File: config.mk
export PLATFORM = sky130hd
export DESIGN_NAME = dot_seq_accum_flat
export DESIGN_NICKNAME = d
export VERILOG_FILES = /design/src/rtl/dot_seq_accum_if.sv /design/src/rtl/dot_seq_accum.sv /design/src/flat_wrapper.sv
export SDC_FILE = /design/constraint.sdc
export NUM_CORES = 1
export LEC_CHECK = 0
export ABC_AREA = 0
export BUFFER_PORTS_ARGS = -buffer_cell sky130_fd_sc_hd__buf_4
export CORE_MARGIN = 2
export CORE_UTILIZATION = 57
export CTS_CLUSTER_DIAMETER = 200
export DETAILED_ROUTE_END_ITERATION = 10
export PLACE_DENSITY = 0.8
export SLEW_MARGIN = 20
export SYNTH_ARGS = -nofsm -noshare
export SYNTH_HDL_FRONTEND = slang
export SYNTH_SLANG_ARGS = --single-unit
File: constraint.sdc
create_clock -name clk -period 9.25 [get_ports clk]
set_clock_uncertainty 0.2 [all_clocks]
set_input_delay 0.4625 -clock clk [delete_from_list [all_inputs] [get_ports clk]]
set_output_delay 0.4625 -clock clk [all_outputs]
set_load 0.05 [all_outputs]
File: src/rtl/dot_seq_accum_if.sv
// Element stream, dot-unit lanes and result handshake for dot_seq_accum.
interface dot_seq_accum_if #(
    parameter int SIZEA = 8,
    parameter int SIZEB = 8,
    parameter int DOT   = 5,
    parameter int ACCW  = 32,
    parameter int LENW  = 16
);
    logic                          in_valid;
    logic                          in_ready;
    logic signed [SIZEA-1:0]       in_a;
    logic signed [SIZEB-1:0]       in_b;
    logic                          in_last;
    logic signed [SIZEA-1:0]       dot_a [0:DOT-1];
    logic signed [SIZEB-1:0]       dot_b [0:DOT-1];
    logic signed [SIZEA+SIZEB+1:0] dot_res;
    logic                          out_valid;
    logic                          out_ready;
    logic signed [ACCW-1:0]        out_sum;
    logic [LENW-1:0]               out_count;

    modport slave (
        input  in_valid, in_a, in_b, in_last, dot_res, out_ready,
        output in_ready, dot_a, dot_b, out_valid, out_sum, out_count
    );

    modport master (
        output in_valid, in_a, in_b, in_last, dot_res, out_ready,
        input  in_ready, dot_a, dot_b, out_valid, out_sum, out_count
    );
endinterface

File: src/rtl/dot_seq_accum.sv
// Streams signed element pairs into DOT-wide groups for an external sum-of-products
// unit and accumulates the returned lane sums into one dot product per vector.
//   state | meaning
//   FILL  | accepting elements, issuing groups
//   DRAIN | last group issued, waiting for its result
//   DONE  | result held on out_sum/out_count until out_ready
module dot_seq_accum #(
    parameter int SIZEA = 8,
    parameter int SIZEB = 8,
    parameter int DOT   = 5,
    parameter int LAT   = 4,
    parameter int ACCW  = 32,
    parameter int LENW  = 16
) (
    input logic             clk,
    input logic             rst,
    dot_seq_accum_if.slave  bus
);
    localparam int RW = SIZEA + SIZEB + 2;
    localparam int LW = (DOT > 1) ? $clog2(DOT) : 1;

    typedef enum logic [1:0] {FILL, DRAIN, DONE} state_t;

    state_t                  state;
    logic [LW-1:0]           lane;
    logic signed [SIZEA-1:0] stage_a [0:DOT-1];
    logic signed [SIZEB-1:0] stage_b [0:DOT-1];
    logic [LAT:0]            tag_valid;
    logic [LAT:0]            tag_last;
    logic signed [ACCW-1:0]  acc;
    logic [LENW-1:0]         cnt;

    logic                    accept;
    logic                    issue;
    logic signed [ACCW-1:0]  res_ext;

    assign accept  = bus.in_valid && bus.in_ready;
    assign issue   = accept && (bus.in_last || lane == LW'(DOT - 1));
    assign res_ext = {{(ACCW - RW){bus.dot_res[RW-1]}}, bus.dot_res};

    assign bus.out_sum   = acc;
    assign bus.out_count = cnt;

    // tag bit 0 rides with the dot register update; bit LAT lines up with dot_res
    always_ff @(posedge clk or posedge rst) begin
        if (rst) begin
            state         <= FILL;
            bus.in_ready  <= 1'b1;
            bus.out_valid <= 1'b0;
            lane          <= '0;
            cnt           <= '0;
            acc           <= '0;
            tag_valid     <= '0;
            tag_last      <= '0;
            for (int k = 0; k < DOT; k++) begin
                bus.dot_a[k] <= '0;
                bus.dot_b[k] <= '0;
                stage_a[k]   <= '0;
                stage_b[k]   <= '0;
            end
        end else begin
            tag_valid <= {tag_valid[LAT-1:0], issue};
            tag_last  <= {tag_last[LAT-1:0], issue && bus.in_last};

            for (int k = 0; k < DOT; k++) begin
                bus.dot_a[k] <= '0;
                bus.dot_b[k] <= '0;
            end

            if (accept) begin
                cnt <= cnt + 1'b1;
                if (issue) begin
                    lane <= '0;
                    for (int k = 0; k < DOT; k++) begin
                        if (LW'(k) < lane) begin
                            bus.dot_a[k] <= stage_a[k];
                            bus.dot_b[k] <= stage_b[k];
                        end else if (LW'(k) == lane) begin
                            bus.dot_a[k] <= bus.in_a;
                            bus.dot_b[k] <= bus.in_b;
                        end
                    end
                end else begin
                    stage_a[lane] <= bus.in_a;
                    stage_b[lane] <= bus.in_b;
                    lane          <= lane + 1'b1;
                end
            end

            if (tag_valid[LAT]) begin
                acc <= acc + res_ext;
            end

            case (state)
                FILL: begin
                    if (accept && bus.in_last) begin
                        state        <= DRAIN;
                        bus.in_ready <= 1'b0;
                    end
                end
                DRAIN: begin
                    if (tag_valid[LAT] && tag_last[LAT]) begin
                        state         <= DONE;
                        bus.out_valid <= 1'b1;
                    end
                end
                DONE: begin
                    if (bus.out_ready) begin
                        state         <= FILL;
                        bus.out_valid <= 1'b0;
                        bus.in_ready  <= 1'b1;
                        acc           <= '0;
                        cnt           <= '0;
                        lane          <= '0;
                    end
                end
                default: begin
                    state <= FILL;
                end
            endcase
        end
    end
endmodule

File: src/flat_wrapper.sv
// flat-port wrapper written by rule: the top's interface ports become plain ports
module dot_seq_accum_flat 
#(
    parameter int SIZEA = 8,
    parameter int SIZEB = 8,
    parameter int DOT   = 5,
    parameter int LAT   = 4,
    parameter int ACCW  = 32,
    parameter int LENW  = 16
)
  (clk, rst, bus_in_valid, bus_in_a, bus_in_b, bus_in_last, bus_dot_res, bus_out_ready, bus_in_ready, bus_dot_a, bus_dot_b, bus_out_valid, bus_out_sum, bus_out_count);
  dot_seq_accum_if #(.SIZEA(SIZEA), .SIZEB(SIZEB), .DOT(DOT), .ACCW(ACCW), .LENW(LENW)) bus_i ();
  input logic clk;
  input logic rst;
  input wire logic [$bits(bus_i.in_valid)-1:0] bus_in_valid;
  input wire logic [$bits(bus_i.in_a)-1:0] bus_in_a;
  input wire logic [$bits(bus_i.in_b)-1:0] bus_in_b;
  input wire logic [$bits(bus_i.in_last)-1:0] bus_in_last;
  input wire logic [$bits(bus_i.dot_res)-1:0] bus_dot_res;
  input wire logic [$bits(bus_i.out_ready)-1:0] bus_out_ready;
  output wire logic [$bits(bus_i.in_ready)-1:0] bus_in_ready;
  output wire logic [$bits(bus_i.dot_a)-1:0] bus_dot_a;
  output wire logic [$bits(bus_i.dot_b)-1:0] bus_dot_b;
  output wire logic [$bits(bus_i.out_valid)-1:0] bus_out_valid;
  output wire logic [$bits(bus_i.out_sum)-1:0] bus_out_sum;
  output wire logic [$bits(bus_i.out_count)-1:0] bus_out_count;
  assign bus_i.in_valid = bus_in_valid;
  assign bus_i.in_a = bus_in_a;
  assign bus_i.in_b = bus_in_b;
  assign bus_i.in_last = bus_in_last;
  assign bus_i.dot_res = bus_dot_res;
  assign bus_i.out_ready = bus_out_ready;
  assign bus_in_ready = bus_i.in_ready;
  assign bus_dot_a = {>>{bus_i.dot_a}};
  assign bus_dot_b = {>>{bus_i.dot_b}};
  assign bus_out_valid = bus_i.out_valid;
  assign bus_out_sum = bus_i.out_sum;
  assign bus_out_count = bus_i.out_count;
  dot_seq_accum #(.SIZEA(SIZEA), .SIZEB(SIZEB), .DOT(DOT), .LAT(LAT), .ACCW(ACCW), .LENW(LENW)) u_core (.clk(clk), .rst(rst), .bus(bus_i));
endmodule
# After elaboration in Yosys (flattened, before gate mapping)
# Index checks and enable logic that the tools add are counted.
[word_totals]
rom_bits = 0
memories = 0
out_inout_bits = 130
elab_cells = 113
mem_bits_rw = 0
latch_bits = 0
regBits = 225
inputBits = 39
[classes]
div_mod_pow = 0
n_bitwise = 2
n_addsub = 3
n_mux = 48
n_mul = 0
eq_ne = 10
n_lt_le_gt_ge = 7
n_reduce_logical = 15
shift = 0
[ops]
columns = ["op", "count"]
rows = [
  ["8-bit two-way mux", 21],
  ["40-bit two-way mux", 4],
  ["32-bit two-way mux", 3],
  ["40-bit bitwise mux", 2],
  ["16-bit two-way mux", 3],
  ["32-bit by 18-bit adder with 32-bit output", 1],
  ["8-bit demux with 3-bit select", 1],
  ["16-bit by 1-bit adder with 16-bit output (second input constant)", 1],
  ["3-bit two-way mux", 4],
  ["3-bit AND reduction", 3],
  ["2-bit by 3-bit == test with 1-bit output (first input constant)", 2],
  ["1-bit logical AND", 6],
  ["1-bit by 3-bit < comparator with 1-bit output (first input constant)", 2],
  ["2-bit by 3-bit < comparator with 1-bit output (first input constant)", 2],
  ["2-bit two-way mux", 3],
  ["2-bit case mux with 3 select lines", 1],
  ["4-bit greater-or-equal comparator (second input constant)", 1],
  ["4-bit by 1-bit < comparator with 1-bit output (second input constant)", 1],
  ["1-bit two-way mux", 4],
  ["2-bit by 1-bit inequality test with 1-bit output (second input constant)", 2],
  ["3-bit NOT with 4-bit output", 1],
  ["1-bit case mux with 2 select lines", 2],
  ["2-bit nonzero test", 2],
  ["3-bit by 1-bit adder with 3-bit output (second input constant)", 1],
  ["other kinds (12)", 12],
]

# Logic depth before layout (Yosys ltp)
# Gate-level depths: netlist of the first run.
[depth]
ltp_word = 7
mapped_depth = 10
ltp_nobuf = 10

# Worst setup path before layout of the first run
# Ideal clock, no wire load.
[synth_path]
kind = "register to register"
startpoint = "register u_core.acc[0] (netlist: u_core.bus.out_sum[0])"
endpoint = "register u_core.acc[26] (netlist: u_core.bus.out_sum[26])"
period_less_slack_ps = 3157
setup_slack_ps = 6093
t_arrival_ps = 2870
t_required_ps = 8964
path_buffers = 0
stages_incl_launch_ff = 11
path_cell_list = "dfrtp_1 > ha_1 > fa_1 > a21oi_1 > o211ai_1 > a22oi_1 > a41oi_1 > a211oi_1 > o21ai_0 > and3_1 > nor3_1"
[synth_via]
elab_chain_len = 4
[synth_rtl]
columns = ["element", "line", "rtl"]
rows = [
  ["from (decl)", "dot_seq_accum.sv:30", "logic signed [ACCW-1:0] acc;"],
  ["from (signal assigned)", "dot_seq_accum.sv:91", "acc <= acc + res_ext;"],
  ["32-bit by 18-bit adder with 32-bit output (*)", "dot_seq_accum.sv:91", ""],
  ["32-bit two-way mux (*)", "dot_seq_accum.sv:90", "if (tag_valid[LAT]) begin"],
  ["32-bit two-way mux", "dot_seq_accum.sv:108", "if (bus.out_ready) begin"],
  ["32-bit two-way mux (*)", "dot_seq_accum.sv:94", "case (state)"],
]
# Every way passes the cells marked *; elsewhere a longest branch is shown, timed or not.
# A chain may end at the register's enable or synchronous reset.

# Worst setup path in the final report of the first run
[layout_path]
startpoint = "register u_core.lane[2]"
endpoint = "register u_core.stage_b[36] (netlist name)"
[layout_via]
elab_chain_len = 6
elab_cells_between_ends = 12
cone_classes = "order compare (2); eq/ne (1); mux (3); bitwise (2); reduce/logical (4)"
[layout_rtl]
columns = ["element", "line", "rtl"]
rows = [
  ["from (decl)", "dot_seq_accum.sv:25", "logic [LW-1:0] lane;"],
  ["from (signal assigned)", "dot_seq_accum.sv:86", "lane <= lane + 1'b1;"],
  ["3-bit NOT with 4-bit output (implied by the code)", "dot_seq_accum.sv:85", "stage_b[lane] <= bus.in_b;"],
  ["4-bit greater-or-equal comparator (implied by the code) / 4-bit by 1-bit < comparator with 1-bit output (equally long branches)", "dot_seq_accum.sv:85", ""],
  ["1-bit logical AND (implied by the code)", "dot_seq_accum.sv:85", ""],
  ["8-bit two-way mux (implied by the code)", "dot_seq_accum.sv:85", ""],
  ["8-bit demux with 3-bit select", "dot_seq_accum.sv:85", ""],
  ["40-bit bitwise mux", "dot_seq_accum.sv:85", ""],
  ["to (signal, indexed assignment)", "dot_seq_accum.sv:85", ""],
  ["to (decl)", "dot_seq_accum.sv:27", "logic signed [SIZEB-1:0] stage_b [0:DOT-1];"],
]
# Parallel ways exist; a longest one is shown, timed or not.

==> summary.txt, run 1 <==
Outcome
  – Status: complete, no violations

Clock tree
  – CTS Buffer Depth: 3
  – Skew-Pair Late Insertion Delay: 0.53 ns
  – CTS clk-pin slew, worst paths: 0.06 ns
  – CTS tree: done
  – H-tree Lvls: 1
  – Num CTS Buffers: 24
  – CTS resizes: 0
  – Clk root buf: clkbuf_16
  – Clock sink total: 225

Place
  – Final Wtd Congestion: 0.8854
  – Post-DP HPWL: 17.28 mm
  – Placed cell count: 1342
  – Port bufs: 168

Layout
  – Commonest non-fill, non-tap cells in the layout: 224 x dfrtp_1, 174 x buf_4, 92 x a21oi_1, 90 x nor2_1, 84 x nand2_1
  – Ratio of cells with drive above 1 in the final layout: 0.2723
  – Nets@finish: 1216
  – Commonest non-fill, non-tap cell in the layout: dfrtp_1
  – Final non-filler cell total: 1387
  – Synth-to-layout area growth: 20.30%

Floorplanning
  – DIE AREA: 19790 sq um
  – Initial Utilization: 0.5869
  – Core area: 18150 sq um
  – FP Rows: 49
  – Die W: 140.7 um
  – Die Y: 140.7 um
  – I/O pin cnt: 169

STA
  – Setup_tns: 0 ns
  – Final Hold Viols: 0
  – Maximum clock rate: 0.2711 GHz
  – Tcrit/Tclk final: 0.3988
  – Unrepaired setup endpoints after global routing: false
  – Slew Limit Fails: 0
  – Min Tclk post-route: 3.689 ns
  – Relative slew margins: 0.2537
  – Setup violators final: 0
  – Tightest Pin Transition: 1.113 ns

Global route
  – Gr ovfl total: 0
  – Vias in the first global route: 8044
  – Initial antenna violation count: 1
  – Largest net degree at the start of global routing: 147
  – First-pass GRT wire length: 42.01 mm
  – Gr usage total: 0.2626

Drt
  – Drt drc: 0
  – Top Metal Used: met4
  – Final WL: 26.23 mm
  – DRT met1 WL: 11.10 mm
  – Routed vias/inst: 5.942
  – Routed met2 length: 12.83 mm
  – DR WL met3: 1.557 mm
  – Routed length per instance: 18.91 um
  – Pre-antenna DRT Iters: 6
  – Via count: 8242
  – Antenna violation net count after detailed routing: 0
  – First DRT Iteration DRCs: 682

Pwr
  – VDD IR max: 192.2 uV
  – Leakage power: 6.057 nW
  – Pwr/cell area: 329.9 nW/um^2

Synth
  – Top FF cell, synth: dfrtp_1
  – Post-synth ARST share: 1.000
  – Post-synth EDFFs: 0
  – Post-Syn Area: 10650 sq um
  – Syn_nets: 1090
  – Avg Cell Area, Syn: 10.49 sq um
  – Cells after synthesis: 1015
  – Sequential share of the synthesized area: 0.5288
  – Yosys warning total: 0
  – Unique cell type count in the Yosys netlist: 59
  – #FFs+latches synth: 225

Setup path
  – Worst Path Max Fanout: 30
  – Crit Path Category: flip-flop to flip-flop
  – Worst EP required: 9.47 ns
  – Worst setup SP type: flip-flop
  – CP Capture Type: flip-flop
  – Critical Path AT: 3.90 ns

Hold path
  – Hold WC Path Type: input port to flip-flop

Job
  – Max_cap viols: 0
## flip-flops by register name (all words and copies together) (netlist names)
| signal | flops |
|---|---|
| u_core.stage_b | 40 |
| u_core.bus.out_sum | 32 |
| u_core.stage_a | 40 |
| u_core.state | 2 |
| u_core.tag_last | 5 |
| u_core.bus.dot_b | 40 |
| u_core.tag_valid | 5 |
| u_core.lane | 3 |
| u_core.bus.in_ready | 1 |
| u_core.bus.out_count | 16 |
| u_core.bus.dot_a | 40 |
| u_core.bus.out_valid | 1 |
## through the flow
| step | power [mW] | util | setup slack [ns] | hold WS [ns] | cell area (sq um) |
|---|---|---|---|---|---|
| after detailed placement | 3.267 | 0.6602 | 5.628 | 0.1347 | 11980 |
| after global routing | 4.465 | 0.7060 | 5.280 | 0.05901 | 12810 |
| final | 4.227 | 0.7060 | 5.561 | 0.03868 | 12810 |
| after floorplan | 2.813 | - | 2.426 | 0.1312 | 10650 |
| after CTS | 4.216 | 0.7042 | 5.617 | 0.02747 | 12780 |
| after global placement | 3.211 | 0.6599 | 5.736 | 0.1317 | 11980 |
## path summary, 6_finish.rpt
path                                    start               endpoint  slack, ns  cells after the start
setup / recovery               u_core.lane[2]     u_core.stage_b[36]       5.56                      4
hold / removal                  bus_out_ready        u_core.state[1]       0.04                      3
setup reg to reg               u_core.lane[2]     u_core.stage_b[36]       5.56                      4
hold reg to reg            u_core.tag_last[0]     u_core.tag_last[1]       0.15                      0
max in group asynchronous                 rst     u_core.stage_b[29]       6.77                      5
min in group asynchronous                 rst  u_core.bus.out_sum[0]       0.28                      3
## synth_stat cells (all sizes together) (3+ instances only)
library cell,number,share of area
a211oi,5,0.0035
nor2,91,0.032
nand3,71,0.033
a21o,18,0.013
a21oi,94,0.046
or3,9,0.0058
buf,8,0.0031
a31oi,7,0.0041
nand4b,3,0.0025
nor2b,7,0.0041
mux2,80,0.085
mux2i,19,0.018
xor2,12,0.0099
inv,20,0.0070
ha,35,0.041
xnor2,21,0.017
and3,9,0.0053
o211ai,4,0.0028
a22oi,34,0.024
dfrtp,224,0.53
clkbuf,68,0.024
o21ai,32,0.015
nor3,13,0.0061
nand2,86,0.031
o21bai,4,0.0039
nand4,8,0.0047
## what timing repair did
action / CTS / global route
hold buffers: 1 / 0
hold endpoints to repair: 9 / 0
buffers inserted: 0 / 0
## final cells by class
type	instances	area (sq um)
antenna	1	2.502
clock buffer	28	645.6
clock inverter	14	142.6
fill	1317	5335
inverter	20	82.58
multi-input combinational	694	4677
sequential	225	5632
tap	229	286.5
timing repair buffer	176	1344
## report_power, final
part	switching, mW	internal (mW)
registers	0.216	1.24
logic	1.15	0.674
clock network	0.406	0.534
## metal layers
metal  GRT usage  vias to the layer above
li1            -                     3833
met1      0.3684                     4042
met2      0.4321                      305
met3     0.03397                       62
met4     0.08158                        0
met5           0                        -
## logic make-up (layout without fill, tap and decap cells)
group           Yosys count  count (layout)  share of synthesized area
flops                   225             225                     0.5288
simple gates            312             312                     0.1351
compound gates          214             214                     0.1295
mux                      99              99                     0.1024
other cells               0               1                          0
xor+xnor                 33              33                    0.02714
buf+inv                  96             238                    0.03407
fa+ha+maj                36              36                    0.04300
## critical path, stage by stage (launching register included)
cell and delay [ns]:
dfrtp_1 0.74, or2_2 0.61, nor2_1 0.81, nand2_1 0.71
mux2_2 0.49
Note: power is estimated with default switching activity, not from simulation.
==> run 2: changes to the inputs <==
==> constraint.sdc (replaced) <==
create_clock -name clk -period 3.5 [get_ports clk]
set_clock_uncertainty 0.2 [all_clocks]
set_input_delay 0.175 -clock clk [delete_from_list [all_inputs] [get_ports clk]]
set_output_delay 0.175 -clock clk [all_outputs]
set_load 0.05 [all_outputs]
==> run 2 against run 1 <==
  * Wire length increased by 1.1%
  * Combinational power increased to 2.7 times the previous value
  * Non-clock buffer count is 33 higher
  * Core utilization increased by 1.8 points
  * Clock power grew to 2.8 times the previous value
  * Register-to-register slack worse by 5.2 ns
  * Critical path type unchanged
  * Hold slack got worse by 0.020 ns
  * Die area did not move
  * First-iteration DRC count fell by 6.5%
  * Sequential share of layout area is 1.1 points lower
  * Count of clock-buffer cells in the layout increased by 3
  * Fmax grew 19%
==> summary.txt, run 2 (synthesis gave the netlist of run 1 again) <==
Place
  – Post-DP HPWL: 17.46 mm (+1.0%)
  – DP Area: 12090 sq um (+0.88%)
  – Final Wtd Congestion: 0.8974 (+1.4%)
  – Port bufs: 168 (unchanged)

Global route
  – Initial antenna violation count: 0 (-1)
  – Gr usage total: 0.2674 (+0.004824)
  – Largest net degree at the start of global routing: 79 (-46%)
  – Vias in the first global route: 8387 (+4.3%)
  – Gr ovfl total: 0 (unchanged)
  – First-pass GRT wire length: 43.14 mm (+2.7%)

Setup path
  – Worst r2r src: u_core.bus.out_sum[0]
  – Worst EP required: 3.72 ns (-5.75 ns)
  – Buf/Inv on CP: 0 (unchanged)
  – CP max stage cell: fa_1
  – Critical Path Start: u_core.bus.out_sum[0]
  – Critical Path AT: 3.32 ns (-0.58 ns)
  – FF-to-FF End: u_core.bus.out_sum[26]
  – FF-to-FF setup slack: 0.40 ns (-5.16 ns)
  – Worst Path Max Fanout: 3 (-90%)
  – Max stage delay on crit path: 0.42 ns (-0.39 ns)
  – CP Capture Point: u_core.bus.out_sum[26]
  – CP Capture Type: flip-flop
  – Worst setup SP type: flip-flop
  – Cell depth of the worst setup path: 10 (+6)
  – Crit Path Category: flip-flop to flip-flop
  – Crit path cell chain: ha_1, fa_1, a21oi_1, o211ai_1, a22oi_1, a41oi_1, a211oi_2, o21ai_0, and3_1, nor3_1
  – CP top delay family: compound AO/OA/AOI/OAI gates
  – Worst r2r path cells: 10 (+6)

Clock tree
  – Clk root buf: clkbuf_16
  – H-tree Lvls: 1 (unchanged)
  – # Post-CTS Setup Buffers: 0 (unchanged)
  – Clock sink total: 225 (unchanged)
  – CTS clk-pin slew, worst paths: 0.07 ns (about the same)
  – CTS Buffer Depth: 3 (unchanged)
  – Num CTS Buffers: 24 (unchanged)
  – Skew-Pair Late Insertion Delay: 0.51 ns (-0.02 ns)
  – CTS tree: done

STA
  – Tightest Pin Transition: 0.8800 ns (-0.2333 ns)
  – Unrepaired setup endpoints after global routing: false
  – Setup_tns: 0 ns (unchanged)
  – Tcrit/Tclk final: 0.8850 (+0.4862)
  – Min Tclk post-route: 3.097 ns (-0.5915 ns)
  – Setup violators final: 0 (unchanged)
  – Relative slew margins: 0.4117 (+0.1580)
  – Final Hold Viols: 0 (unchanged)
  – Slew Limit Fails: 0 (unchanged)
  – Minimum hold slack: 0.01893 ns (-0.01975 ns)
  – Maximum clock rate: 0.3228 GHz (+19%)

Drt
  – Routed length per instance: 18.67 um (-1.3%)
  – Drt drc: 0 (unchanged)
  – First DRT Iteration DRCs: 638 (-6.5%)
  – Final WL: 26.52 mm (+1.1%)
  – Antenna violation net count after detailed routing: 0 (unchanged)
  – Via count: 8370 (+1.6%)
  – Routed vias/inst: 5.894 (-0.81%)
  – Pre-antenna DRT Iters: 7 (+1)

Floorplanning
  – FP Rows: 49 (unchanged)
  – Die W: 140.7 um (unchanged)
  – I/O pin cnt: 169 (unchanged)
  – Initial Utilization: 0.5869 (unchanged)
  – Die Y: 140.7 um (unchanged)
  – Core area: 18150 sq um (unchanged)
  – DIE AREA: 19790 sq um (unchanged)

Layout
  – Synth-to-layout area growth: 23.43%
  – # fillers: 1267 (-3.8%)
  – Nets@finish: 1249 (+2.7%)
  – Commonest non-fill, non-tap cells in the layout: 224 x dfrtp_1, 184 x buf_4, 92 x a21oi_1, 90 x nor2_1, 84 x nand2_1
  – Ratio of cells with drive above 1 in the final layout: 0.2737 (+0.001464)
  – Cell area after layout: 13150 sq um (+2.6%)
  – Antenna Cells: 0 (-1)
  – Commonest non-fill, non-tap cell in the layout: dfrtp_1

Hold path
  – Hold WC Path Type: input port to flip-flop

Pwr
  – Pwr Total: 11.41 mW (+170%)
  – Leakage power: 6.228 nW (+2.8%)
  – Pwr/cell area: 868.2 nW/um^2 (+160%)
  – VDD IR max: 532.4 uV (+180%)

Job
  – Max_cap viols: 0 (unchanged)

Outcome
  – Status: complete, no violations
## run 2: cell types whose count changed in the layout (fill, tap and decap cells not counted), sizes merged
cell	before	now
buf	175	186
bufinv	1	2
clkbuf	28	31
clkinv	6	7
clkinvlp	6	1
diode	1	0
dlygate4sd3	1	23
inv	21	22
## run 2: cell type report
type                       count  area (sq um)  area share
sequential                   225          5632      0.4284
clock inverter                12         128.9    0.009804
clock buffer                  31         688.2     0.05235
timing repair buffer         209          1652      0.1256
tap                          229         286.5     0.02180
inverter                      20         78.83    0.005997
multi-input combinational    694          4679      0.3560
## run 2: worst min-delay path by stage
stage,startpoint,end,slack [ns],cells after the start
final,bus_dot_res[2],u_core.bus.out_sum[2],0.02,4
after global routing,bus_dot_res[2],u_core.bus.out_sum[2],0.01,4
after CTS,bus_dot_res[2],u_core.bus.out_sum[2],0.00002,4
after detailed placement,rst,u_core.bus.dot_b[17],0.06,2
after global placement,rst,u_core.bus.dot_b[28],0.05,2
after floorplan,u_core.tag_last[0],u_core.tag_last[1],0.13,0
## run 2: worst min-delay path: stages
cell and delay [ns]:
buf_4 0.08, ha_1 0.22, xnor2_1 0.14, a211oi_1 0.07
## run 2: timing repair
item,in CTS,in global routing
endpoints found under the hold margin,309,0
endpoints found under the setup margin,0,3
hold buffers,23,0
gates resized for setup,0,2
## run 2: where the power goes
group | total [mW] | switching (mW) | internal (mW)
clock network | 2.60 | 1.05 | 1.55
registers | 3.79 | 0.503 | 3.29
logic | 5.02 | 3.17 | 1.86
## run 2: through the flow
stage          setup slack (ns)  instances  utilization
3_5_place_dp             0.3058       1354       0.6660
6_report                 0.4026       1420       0.7244
2_1_floorplan            0.1878       1015            -
4_1_cts                  0.2637       1420       0.7237
5_1_grt                  0.1051       1420       0.7244
3_3_place_gp             0.3952       1354       0.6660
## run 2: layer usage
metal	part of all wire	vias up	GRT usage
met2	0.48	310	0.4418
met1	0.43	4109	0.3692
li1	-	3888	-
met3	0.060	63	0.03465
met5	0	-	0
met4	0.033	0	0.09263
==> run 3: changes to the inputs <==
--- a/config.mk
+++ b/config.mk
@@ -10,6 +10,7 @@
 export CORE_MARGIN = 2
 export CORE_UTILIZATION = 57
 export CTS_CLUSTER_DIAMETER = 200
+export CTS_CLUSTER_SIZE = 8
 export DETAILED_ROUTE_END_ITERATION = 10
 export PLACE_DENSITY = 0.8
 export SLEW_MARGIN = 20
==> constraint.sdc (replaced) <==
create_clock -name clk -period 3.5 [get_ports clk]
set_clock_uncertainty 0.2 [all_clocks]
set_input_delay 0.875 -clock clk [delete_from_list [all_inputs] [get_ports clk]]
set_output_delay 0.875 -clock clk [all_outputs]
set_load 0.05 [all_outputs]
==> run 3 against run 2 <==
  * Cell count down 0.42%
  * Hold slack better by 0.13 ns
  * First-iteration DRC count down 4.4%
  * Combinational power up 0.8%
==> summary.txt, run 3 (synthesis gave the netlist of run 1 again) <==
STA
  – Slew Limit Fails: 0 (unchanged)
  – Tightest Pin Transition: 0.8053 ns (-0.07466 ns)
  – Final Hold Viols: 0 (unchanged)
  – Unrepaired setup endpoints after global routing: false
  – Tcrit/Tclk final: 0.9014 (+0.01640)
  – Setup ws final: 0.3452 ns (-0.05739 ns)
  – Min Tclk post-route: 3.155 ns (+0.05739 ns)
  – Maximum clock rate: 0.3170 GHz (-1.8%)
  – Setup violators final: 0 (unchanged)
  – Relative slew margins: 0.4616 (+0.04991)
  – Minimum hold slack: 0.1446 ns (+0.1256 ns)

Drt
  – Drt drc: 0 (unchanged)
  – Routed vias/inst: 5.955 (+1.0%)
  – Final WL: 26.19 mm (-1.2%)
  – DR WL met3: 1.540 mm (-3.0%)
  – First DRT Iteration DRCs: 610 (-4.4%)
  – Top Metal Used: met4
  – Via count: 8420 (+0.60%)
  – Antenna violation net count after detailed routing: 0 (unchanged)
  – Routed met2 length: 12.67 mm (-0.65%)
  – Routed length per instance: 18.52 um (-0.82%)
  – Pre-antenna DRT Iters: 5 (-2)
  – DRT met1 WL: 11.11 mm (-1.7%)

Place
  – Dpl ws: -0.1430 ns (-0.4488 ns)
  – Final Wtd Congestion: 0.9345 (+4.1%)
  – Post-DP HPWL: 17.68 mm (+1.3%)
  – Port bufs: 168 (unchanged)
  – Placed cell count: 1368 (+1.0%)
  – DP Area: 12230 sq um (+1.2%)

Clock tree
  – H-tree Lvls: 2 (+1)
  – Post-CTS Hold Buffers: 0 (-100%)
  – CTS clk-pin slew, worst paths: 0.05 ns (-0.02 ns)
  – CTS resizes: 0 (unchanged)
  – CTS Buffer Depth: 3 (unchanged)
  – Num CTS Buffers: 34 (+42%)
  – CTS tree: done
  – # Post-CTS Setup Buffers: 0 (unchanged)
  – Clock sink total: 225 (unchanged)
  – Skew-Pair Late Insertion Delay: 0.50 ns (about the same)
  – Clk root buf: clkbuf_16

Layout
  – Ratio of cells with drive above 1 in the final layout: 0.2838 (+0.01006)
  – Commonest non-fill, non-tap cells in the layout: 224 x dfrtp_1, 195 x buf_4, 92 x a21oi_1, 90 x nor2_1, 84 x nand2_1
  – Final non-filler cell total: 1414 (-0.42%)
  – Commonest non-fill, non-tap cell in the layout: dfrtp_1
  – Cell area after layout: 13180 sq um (+0.25%)
  – # fillers: 1285 (+1.4%)
  – Synth-to-layout area growth: 23.73%
  – Multi-input logic area: 4674 sq um (-0.11%)
  – Reg area: 5632 sq um (unchanged)
  – Nets@finish: 1250 (+0.080%)

Pwr
  – Leakage power: 6.261 nW (+0.54%)
  – Gate power share: 0.431 (-0.009)
  – Power Internal: 7.010 mW (+4.8%)
  – Pwr/cell area: 891.9 nW/um^2 (+2.7%)
  – VDD IR max: 562.2 uV (+5.6%)
  – Clock share of power: 0.246 (+0.018)
  – Switching share of power: 0.4036 (-0.01015)
  – Sequential share of power: 0.324 (-0.008)
  – Sw power: 4.744 mW (+0.46%)

Floorplanning
  – FP Rows: 49 (unchanged)
  – Core area: 18150 sq um (unchanged)
  – Die W: 140.7 um (unchanged)
  – I/O pin cnt: 169 (unchanged)
  – DIE AREA: 19790 sq um (unchanged)
  – Die Y: 140.7 um (unchanged)
  – Initial Utilization: 0.5869 (unchanged)

Outcome
  – Status: complete, no violations

Setup path
  – Crit Path Category: input port to flip-flop
  – Worst setup SP type: input port
  – Worst Path Max Fanout: 4 (+1)
  – CP Capture Type: flip-flop
  – Worst EP required: 3.71 ns (about the same)
  – Critical Path AT: 3.36 ns (+0.04 ns)

Global route
  – Vias in the first global route: 8249 (-1.6%)
  – Gr ovfl total: 0 (unchanged)
  – Gr usage total: 0.2674 (about the same)
  – Initial antenna violation count: 1 (+1)
  – Largest net degree at the start of global routing: 52 (-34%)
  – First-pass GRT wire length: 42.68 mm (-1.1%)

Hold path
  – Hold WC Path Type: flip-flop to flip-flop

Job
  – Max_cap viols: 0 (unchanged)
run 3: changes by cell type in the layout (fill, tap and decap cells not counted), sizes merged:
cell         change
buf             +14
bufinv           -2
clkbuf          +11
clkinv           -6
diode            +1
dlygate4sd3     -23
inv              -1
run 3: through the flow:
step,power [mW],TNS [ns],utilization
floorplan,7.434,-114.73,-
global placement,8.684,-0.08784,0.6739
detailed placement,8.820,-0.5201,0.6739
CTS,11.76,0,0.7257
global route,12.42,0,0.7261
finish,11.75,0,0.7261
run 3: worst max-delay path, stage by stage:
cell and delay, ns:
buf_4 0.11, ha_1 0.20, fa_1 0.42, a21oi_1 0.26
o211ai_1 0.16, a22oi_1 0.16, buf_4 0.16, a41oi_1 0.12
a211oi_1 0.24, buf_4 0.16, o21ai_0 0.10, and3_1 0.20
nor3_1 0.20
run 3: power groups by stage:
stage / Sequential [mW] / Combinational [mW] / Clock (mW)
2_1_floorplan: 4.55 / 2.88 / 0
3_3_place_gp: 3.77 / 4.91 / 0
3_5_place_dp: 3.81 / 5.01 / 0
4_1_cts: 3.78 / 5.04 / 2.94
5_1_grt: 3.88 / 5.48 / 3.06
6_report: 3.80 / 5.06 / 2.89
run 3: path summary, 6_finish.rpt:
kind                                          endpoint  cells after the start                   from  slack, ns
worst max-delay path            u_core.bus.out_sum[26]                     13         bus_dot_res[0]       0.35
worst min-delay path               u_core.tag_valid[3]                      0    u_core.tag_valid[2]       0.14
worst max register to register  u_core.bus.out_sum[26]                     12  u_core.bus.out_sum[0]       0.42
worst min register to register     u_core.tag_valid[3]                      0    u_core.tag_valid[2]       0.14
max in group asynchronous       u_core.bus.out_sum[24]                      3                    rst       2.00
min in group asynchronous         u_core.bus.dot_b[29]                      2                    rst       0.33
run 3: layer usage:
| layer | GRT usage | vias to the layer above |
|---|---|---|
| met2 | 0.4398 | 311 |
| met4 | 0.1005 | 0 |
| met5 | 0 | - |
| li1 | - | 3885 |
| met3 | 0.04280 | 65 |
| met1 | 0.3620 | 4159 |
run 3: cell type report:
| class | count | share of cell area |
|---|---|---|
| antenna | 1 | 0.0001899 |
| clock buffer | 42 | 0.06846 |
| clock inverter | 3 | 0.002848 |
| inverter | 20 | 0.005982 |
| multi-input combinational | 694 | 0.3547 |
| sequential | 225 | 0.4274 |
| tap | 229 | 0.02174 |
| timing repair buffer | 200 | 0.1187 |
